**src/rtl/dual_ram.sv**
```systemverilog
// Simple dual-port RAM: one write port, one read port, registered read data, one clock.
// Define DUAL_RAM_BYPASS_EN for write-first forwarding on same-address read/write collisions.
module dual_ram #(
  parameter int RAM_WIDTH = 8,
  parameter int RAM_DEPTH = 16,
  parameter int ADDR_SIZE = 4
) (
  input  logic                 clk,
  input  logic                 read,
  input  logic                 write,
  input  logic                 reset,
  input  logic [ADDR_SIZE-1:0] rd_addr,
  input  logic [ADDR_SIZE-1:0] wr_addr,
  input  logic [RAM_WIDTH-1:0] data_in,
  output logic [RAM_WIDTH-1:0] data_out
);

  // One extra bit so RAM_DEPTH == 2**ADDR_SIZE is still representable.
  localparam logic [ADDR_SIZE:0] DEPTH_L = (ADDR_SIZE + 1)'(RAM_DEPTH);

  logic [RAM_WIDTH-1:0] mem_q [RAM_DEPTH];
  logic [RAM_WIDTH-1:0] data_q;
  logic [RAM_WIDTH-1:0] data_d;
  logic [RAM_DEPTH-1:0] wr_sel;
  logic                 wr_ok;
  logic                 rd_ok;

  assign wr_ok = ({1'b0, wr_addr} < DEPTH_L);
  assign rd_ok = ({1'b0, rd_addr} < DEPTH_L);

  genvar gi;
  generate
    for (gi = 0; gi < RAM_DEPTH; gi++) begin : g_wr_dec
      localparam logic [ADDR_SIZE-1:0] IDX = ADDR_SIZE'(gi);
      assign wr_sel[gi] = write && wr_ok && (wr_addr == IDX);
    end
  endgenerate

  always_comb begin
    data_d = data_q;
    if (read) begin
      if (!rd_ok) begin
        data_d = '0;
      end else begin
        data_d = mem_q[rd_addr];
`ifdef DUAL_RAM_BYPASS_EN
        if (write && wr_ok && (wr_addr == rd_addr)) begin
          data_d = data_in;
        end
`endif
      end
    end
  end

  // Reset clears every word so no location ever reads back X.
  always_ff @(posedge clk) begin
    if (!reset) begin
      for (int i = 0; i < RAM_DEPTH; i++) begin
        mem_q[i] <= '0;
      end
      data_q <= '0;
    end else begin
      for (int i = 0; i < RAM_DEPTH; i++) begin
        if (wr_sel[i]) begin
          mem_q[i] <= data_in;
        end
      end
      data_q <= data_d;
    end
  end

  assign data_out = data_q;

endmodule

```
**config.mk**
```make
export PLATFORM = sky130hd
export DESIGN_NAME = dual_ram
export DESIGN_NICKNAME = d
export VERILOG_FILES = /design/src/rtl/dual_ram.sv
export SDC_FILE = /design/constraint.sdc
export NUM_CORES = 1
export LEC_CHECK = 0
export BUFFER_PORTS_ARGS = -buffer_cell sky130_fd_sc_hd__buf_2
export CAP_MARGIN = 20
export CORE_MARGIN = 1.5
export CORE_UTILIZATION = 40
export DETAILED_ROUTE_END_ITERATION = 8
export PLACE_DENSITY_LB_ADDON = 0.05
export SETUP_SLACK_MARGIN = 0.15
export SYNTH_ARGS = -nofsm -noshare
export SYNTH_HDL_FRONTEND = slang
export SYNTH_SLANG_ARGS = --single-unit
```
**constraint.sdc**
```tcl
create_clock -name clk -period 2.7 [get_ports clk]
set_input_delay 0.675 -clock clk [delete_from_list [all_inputs] [get_ports clk]]
set_output_delay 0.675 -clock clk [all_outputs]
set_load 0.05 [all_outputs]
```
==> metrics.md, run 1 <==
| Metric | Value |
|---|---|
| Area fraction of the dominant cell type after synthesis | `roughly 66%` |
| Design area | `between 0.006 and 0.007 mm^2` |
| Top cells by area, synth | `edfxtp_1, mux2i_1, nor2_1, a22oi_1, dfxtp_1` |
| Slew margin rel. | `54.6%` |
| Area of the core | `around 0.014 mm^2` |
| Worst Clk Skew | `around 0.0068 ns` |
| Detail Route Antenna Nets | `0` |
| Worst-path clk slew | `about 0.060 ns` |
| Layout cells sized above 1 | `17.8%` |
| Total Wirelength | `14900 um` |
| Max cap viols | `0` |
| Final Critical Period | `around 1.9 ns` |
| CP max FO | `9` |
| Synth cell types | `27` |
| Estimated wirelength of the detail-placed design | `a little over 10000 um` |
| Initial DRC count | `about 310` |
| N_diodes | `0` |
| R2r startpoint | `mem_q[8][6]` |
| Finish-stage setup viols | `0` |
| Unrepaired setup endpoints after global routing | `no` |
| Fin. Hold Viols | `0` |
| CP Class | `primary input to flop` |
| Worst Setup SP | `wr_addr[2]` |
| R2R cell count | `4` |
| Net switching power | `roughly 1200 uW` |
| Hold crit path type | `flop to flop` |
| Yosys top cell by area | `edfxtp_1` |
| Most frequent cells in the layout | `edfxtp_1, nor2_1, mux2i_1` |
| Cts hold-fix bufs | `0` |
| Synth Instances | `approximately 440` |
| DR pass1 iterations | `6` |
| Clock power share | `45.8%` |
| Slew Limit Fails | `0` |
| Die footprint | `approximately 0.015 mm^2` |
| Number of global-route vias before repair | `3599` |
| Die height | `approximately 120 um` |
| CTS Buf Count | `17` |
| CTS tree | `yes` |
| Crit-path leading delay family | `simple AND/OR/NAND/NOR gates` |
| Status | `completed` |
| IO Count | `28` |
| Effective utilization at floorplan | `roughly 40%` |
| Flop-to-flop setup slack | `roughly 1.6 ns` |
| Number of buffers added on ports | `27` |
| CP Capture Type | `flop` |
| Peak Freq | `529 MHz` |
| Syn Area/Cell | `about 13 um^2` |
| Total congestion overflow | `0` |
| Reg-to-reg endpoint | `data_out[6]` |
| Seq/Total Area, Yosys | `between 60% and 70%` |
| GRT Util Overall | `between 20% and 30%` |
| Layout Area Growth over Synthesis | `16.9%` |
| Placed inst area | `around 0.0062 mm^2` |
| Via count | `between 3000 and 4000` |
| Drt drc | `0` |
| Tcrit/Tclk final | `a little over two thirds` |
| Fin worst setup slack | `0.809 ns` |
| PwrDens | `791 mW/mm^2` |
| Setup TNS | `0 ns` |
| Post-CTS Resized | `0` |
| Skew-Pair Late Insertion Delay | `roughly 0.41 ns` |
| Row cnt | `44` |
| Die Wd | `~120 um` |
| Gp weighted congestion | `0.777` |
| Ys async rst share | `0%` |
| Worst-path cell chain | `buf_2 -> nor3b_2 -> nand3_1 -> nand2_1` |
| Final core utilization | `between 40% and 50%` |
| Sequential Power Share | `a little under half` |
| Worst-Margin Slew | `0.680 ns` |
| Vias per cell | `5.25` |
| Most common cell after layout, fill and taps aside | `edfxtp_1` |
| # Post-CTS Setup Buffers | `0` |
| CP Depth | `4` |
| Max Root-Sink Buffers | `2` |
| Max VDD drop | `about 420 uV` |
| Gate power share | `7.8%` |
| Largest net degree at the start of global routing | `32` |
| Initial antenna violation count | `0` |
| Switching part of the total power | `22.1%` |
| Startpoint types | `primary input` |
| CP endpoint | `mem_q[3][3]` |
| H-tree Lvls | `4` |
| Yosys reg bits | `around 140` |
| Layout fillers | `between 1000 and 1500` |
| Critical Path RT | `2.78 ns` |
| Synthesized area | `0.00586 mm^2` |
| Routed len/inst | `~22 um` |
| Max incr delay on CP | `between 0.4 and 0.5 ns` |
| Pint | `about 4200 uW` |
| Count of nets after finishing | `about 500` |
| Clock Sinks | `approximately 140` |
| Leakage | `0.00262 uW` |
| Worst Hold Depth | `2` |
| Post-synth EDFFs | `approximately 130` |
| Synthesized Nets | `461` |
| Final Power | `about 5400 uW` |
| Clock Tree Root | `clkbuf_16` |
| Top FF cell, synth | `edfxtp_1` |
| Buf/Inv on CP | `1` |
| First-pass GRT wire length | `approximately 22000 um` |
| Worst path slowest cell | `nor3b_2` |
| Synth warn | `0` |
| Place WS | `0.342 ns` |
| Arr. time, crit path | `between 1.5 and 2 ns` |
==> registers in the layout (all words and copies together) (netlist names) <==
register	count
mem_q	128
data_out	8
==> cell type report <==
type	instances	area (um^2)	share of cell area, %
Tap cell	184	230	3.36
Clock buffer	18	429	6.27
Clock inverter	14	204	2.98
Multi-Input combinational cell	267	1620	23.7
Timing Repair Buffer	50	323	4.71
Sequential cell	136	4000	58.5
Inverter	10	37.5	0.548
==> how the worst min path moves through the flow <==
stage,start,to,slack [ns]
2_1_floorplan,mem_q[9][0],data_out[0],0.56
3_3_place_gp,data_out[3],data_out[3],0.44
3_5_place_dp,data_out[0],data_out[0],0.44
4_1_cts,data_out[0],data_out[0],0.46
5_1_grt,data_out[2],data_out[2],0.49
6_report,data_out[3],data_out[3],0.45
==> metal layers <==
layer  wire length [um]  global-route usage (%)
met4                273                    7.53
met1               6770                    29.0
met3                528                    4.53
met5                  0                       0
met2               7280                    33.9
==> cells by family (layout without fill, tap and decap cells) <==
kind of cell	Yosys count	count (layout)	share of synthesized area (%)
AOI/OAI and AO/OA	38	38	4.44
buffers and inverters	38	92	3.99
DFF	136	136	68.3
muxes	64	64	10.9
and+or+nand+nor	165	165	12.3
==> cells in the mapped netlist (3+ instances only) <==
library cell  count
buf_6             4
a21oi_1           8
edfxtp_1        128
nor2_1           82
nand2_1          41
dfxtp_1           8
clkbuf_1          5
nor2_2            3
o31ai_1           4
nor2b_1           4
clkbuf_2          3
a22oi_1          24
nand3_1          27
mux2i_1          64
nand2_2           3
buf_2            11
inv_1             9
==> power groups by stage <==
stage | combinational (uW) | clock, uW | sequential, uW
after detailed placement | 430 | 0 | 2560
after global routing | 460 | 2610 | 2530
final | 423 | 2480 | 2510
after floorplan | 242 | 0 | 2580
after global placement | 428 | 0 | 2560
after CTS | 430 | 2500 | 2520
==> per-stage QoR <==
step,hold slack (ns),cells
2_1_floorplan,0.559,441
6_report,0.455,679
3_5_place_dp,0.443,647
4_1_cts,0.456,679
3_3_place_gp,0.437,647
5_1_grt,0.491,679
==> worst register-to-register path: cells and delay by family (launching register included) <==
family,cells,cell delay [ns]
flops,1,0.36
simple gates,2,0.35
compound gates,1,0.30
mux,1,0.08
Power figures use the tool's default switching activity.
==> inputs of run 2 (changes only) <==
==> constraint.sdc (replaced) <==
create_clock -name clk -period 1.8 [get_ports clk]
set_input_delay 0.45 -clock clk [delete_from_list [all_inputs] [get_ports clk]]
set_output_delay 0.45 -clock clk [all_outputs]
set_load 0.05 [all_outputs]
==> run 2 against run 1 <==
Count of clock-buffer cells in the layout down 1. Sequential share of layout area down 2.0 points. Hold slack worse by 0.0081 ns. Register-to-register slack worse by 0.91 ns. Power up 50%. Cell count up 2.9%. Via count up 1.1%. Critical endpoint is now data_out[5]. Largest cell class unchanged. Largest power group unchanged.
==> metrics.md, run 2 (synthesized netlist as in run 1, its figures left out) <==
| Metric | Value |
|---|---|
| Status | `completed` |
| Finish-stage setup viols | `0 (unchanged)` |
| Worst path slowest cell | `dfxtp_1` |
| Post-CTS Resized | `0 (unchanged)` |
| Clock Tree Root | `clkbuf_16` |
| Effective utilization at floorplan | `40.6% (unchanged)` |
| Worst-path cell chain | `buf_2` |
| Final Power | `8110 uW (+50%)` |
| Initial antenna violation count | `0 (unchanged)` |
| Multi-input logic area | `0.00162 mm^2 (unchanged)` |
| # Post-CTS Setup Buffers | `0 (unchanged)` |
| H-tree Lvls | `4 (unchanged)` |
| GRT Util Overall | `20.2% (-1.1 points)` |
| CTS tree | `yes` |
| Detail Route Antenna Nets | `0 (unchanged)` |
| First-pass GRT wire length | `21200 um (-4.7%)` |
| Clock Sinks | `136 (unchanged)` |
| Max Root-Sink Buffers | `2 (unchanged)` |
| Skew-Pair Late Insertion Delay | `0.42 ns (about the same)` |
| Estimated wirelength of the detail-placed design | `10400 um (+1.6%)` |
| Most common cell after layout, fill and taps aside | `edfxtp_1` |
| Flop-to-flop setup slack | `0.65 ns (-0.91 ns)` |
| Hold crit path type | `flop to flop` |
| Count of nets after finishing | `522 (+4.0%)` |
| CP Capture Type | `output pin` |
| Slew margin rel. | `68.9% (+14 points)` |
| Drt drc | `0 (unchanged)` |
| Max cap viols | `0 (unchanged)` |
| Max reg flops | `128 (unchanged)` |
| Buf/Inv on CP | `1 (unchanged)` |
| DR pass1 iterations | `4 (-2)` |
| Worst Setup SP | `data_out[5]` |
| Unrepaired setup endpoints after global routing | `no` |
| Cts hold-fix bufs | `0 (unchanged)` |
| Crit-path leading delay family | `flip-flops` |
| Tcrit/Tclk final | `84.9%` |
| Largest register by flop count | `mem_q` |
| Slew Limit Fails | `0 (unchanged)` |
| Fin worst setup slack | `0.272 ns (-0.537 ns)` |
| CP endpoint | `data_out[5]` |
| Total Wirelength | `14400 um (-2.9%)` |
| Max VDD drop | `608 uV (+44%)` |
| Startpoint types | `flop` |
| Fin. Hold Viols | `0 (unchanged)` |
| Worst Clk Skew | `0.00834 ns (+0.00158 ns)` |
| Place WS | `0.0432 ns (-0.298 ns)` |
| R2R cell count | `4 (unchanged)` |
| Arr. time, crit path | `1.08 ns (-0.89 ns)` |
| Layout fillers | `1317 (-0.30%)` |
| Die footprint | `0.0154 mm^2 (unchanged)` |
| Largest net degree at the start of global routing | `23 (-28%)` |
| N_diodes | `0 (unchanged)` |
| R2r startpoint | `mem_q[2][4]` |
| Area of the core | `0.0144 mm^2 (unchanged)` |
| Die height | `124 um (unchanged)` |
| IO Count | `28 (unchanged)` |
| Final core utilization | `49.2% (+1.7 points)` |
| Worst-path clk slew | `0.06 ns (about the same)` |
| Via count | `3602 (+1.1%)` |
| CP max FO | `2 (-7)` |
| Number of buffers added on ports | `27 (unchanged)` |
| Initial DRC count | `264 (-15%)` |
| Design area | `0.00709 mm^2 (+3.5%)` |
| Die Wd | `124 um (unchanged)` |
| PwrDens | `1140 mW/mm^2 (+45%)` |
| CP Class | `flop to output pin` |
| Peak Freq | `around 650 MHz` |
| Layout cells sized above 1 | `21.6% (+3.8 points)` |
| Max incr delay on CP | `0.38 ns (-0.03 ns)` |
| Layout Area Growth over Synthesis | `21.0%` |
| CP Depth | `1 (-3)` |
| Placed inst area | `0.00647 mm^2 (+4.0%)` |
| Worst-Margin Slew | `0.465 ns (-0.214 ns)` |
| Reg-to-reg endpoint | `data_out[4]` |
| Final Critical Period | `1.53 ns` |
| Critical Path RT | `1.35 ns (-1.43 ns)` |
| Row cnt | `44 (unchanged)` |
| Gp weighted congestion | `0.776 (-0.19%)` |
| Register area | `0.00400 mm^2 (unchanged)` |
| Routed len/inst | `20.6 um (-5.7%)` |
| Most frequent cells in the layout | `edfxtp_1, nor2_1, mux2i_1` |
| Vias per cell | `5.15 (-1.8%)` |
| Number of global-route vias before repair | `3594 (-0.14%)` |
| Total congestion overflow | `0 (unchanged)` |
| Leakage | `0.00275 uW (+4.8%)` |
| CTS Buf Count | `17 (unchanged)` |
==> run 2: cell count changes in the layout (fill, tap and decap cells not counted), sizes merged <==
cell,before,now
bufinv,5,4
inv,11,12
clkinvlp,2,3
buf,50,70
clkbuf,18,17
==> run 2: per-stage QoR <==
stage          cells  setup TNS [ns]  hold WS, ns
6_report         699               0        0.447
5_1_grt          699               0        0.481
4_1_cts          699               0        0.443
3_5_place_dp     667               0        0.436
3_3_place_gp     667               0        0.431
2_1_floorplan    441           -1.14        0.559
==> run 2: metal layers <==
| layer | share of wire (%) | global-route usage, % | up-vias |
|---|---|---|---|
| li1 | - | - | 1718 |
| met1 | 44 | 25.4 | 1798 |
| met2 | 51 | 34.7 | 71 |
| met3 | 3.4 | 4.03 | 15 |
| met4 | 1.5 | 7.67 | 0 |
| met5 | 0 | 0 | - |
==> run 2: where the power goes <==
part | internal (uW) | switching (uW) | total [uW]
combinational | 238 | 442 | 680
clock | 2320 | 1340 | 3660
sequential | 3690 | 69.5 | 3760
==> run 2: how the worst min path moves through the flow <==
stage / startpoint / to / cells past startpoint / slack, ns
CTS: data_in[7] / mem_q[4][7] / 3 / 0.44
global route: data_out[0] / data_out[0] / 2 / 0.48
floorplan: mem_q[9][0] / data_out[0] / 4 / 0.56
detailed placement: data_out[4] / data_out[4] / 2 / 0.44
finish: data_out[4] / data_out[4] / 2 / 0.45
global placement: data_out[2] / data_out[2] / 2 / 0.43
==> run 2: cell type report <==
type / instances / share of cell area, %
clock inverters: 15 / 2.82
well taps: 184 / 3.25
flip-flops and latches: 136 / 56.5
clock buffers: 17 / 6.00
repair buffers: 70 / 8.08
inverters: 10 / 0.529
multi-input cells: 267 / 22.9
==> run 2: worst min-delay path, cell delays in order, from the launching register on <==
cell     delay [ns]
dfxtp_1        0.32
nand2_1        0.05
nand3_1        0.05
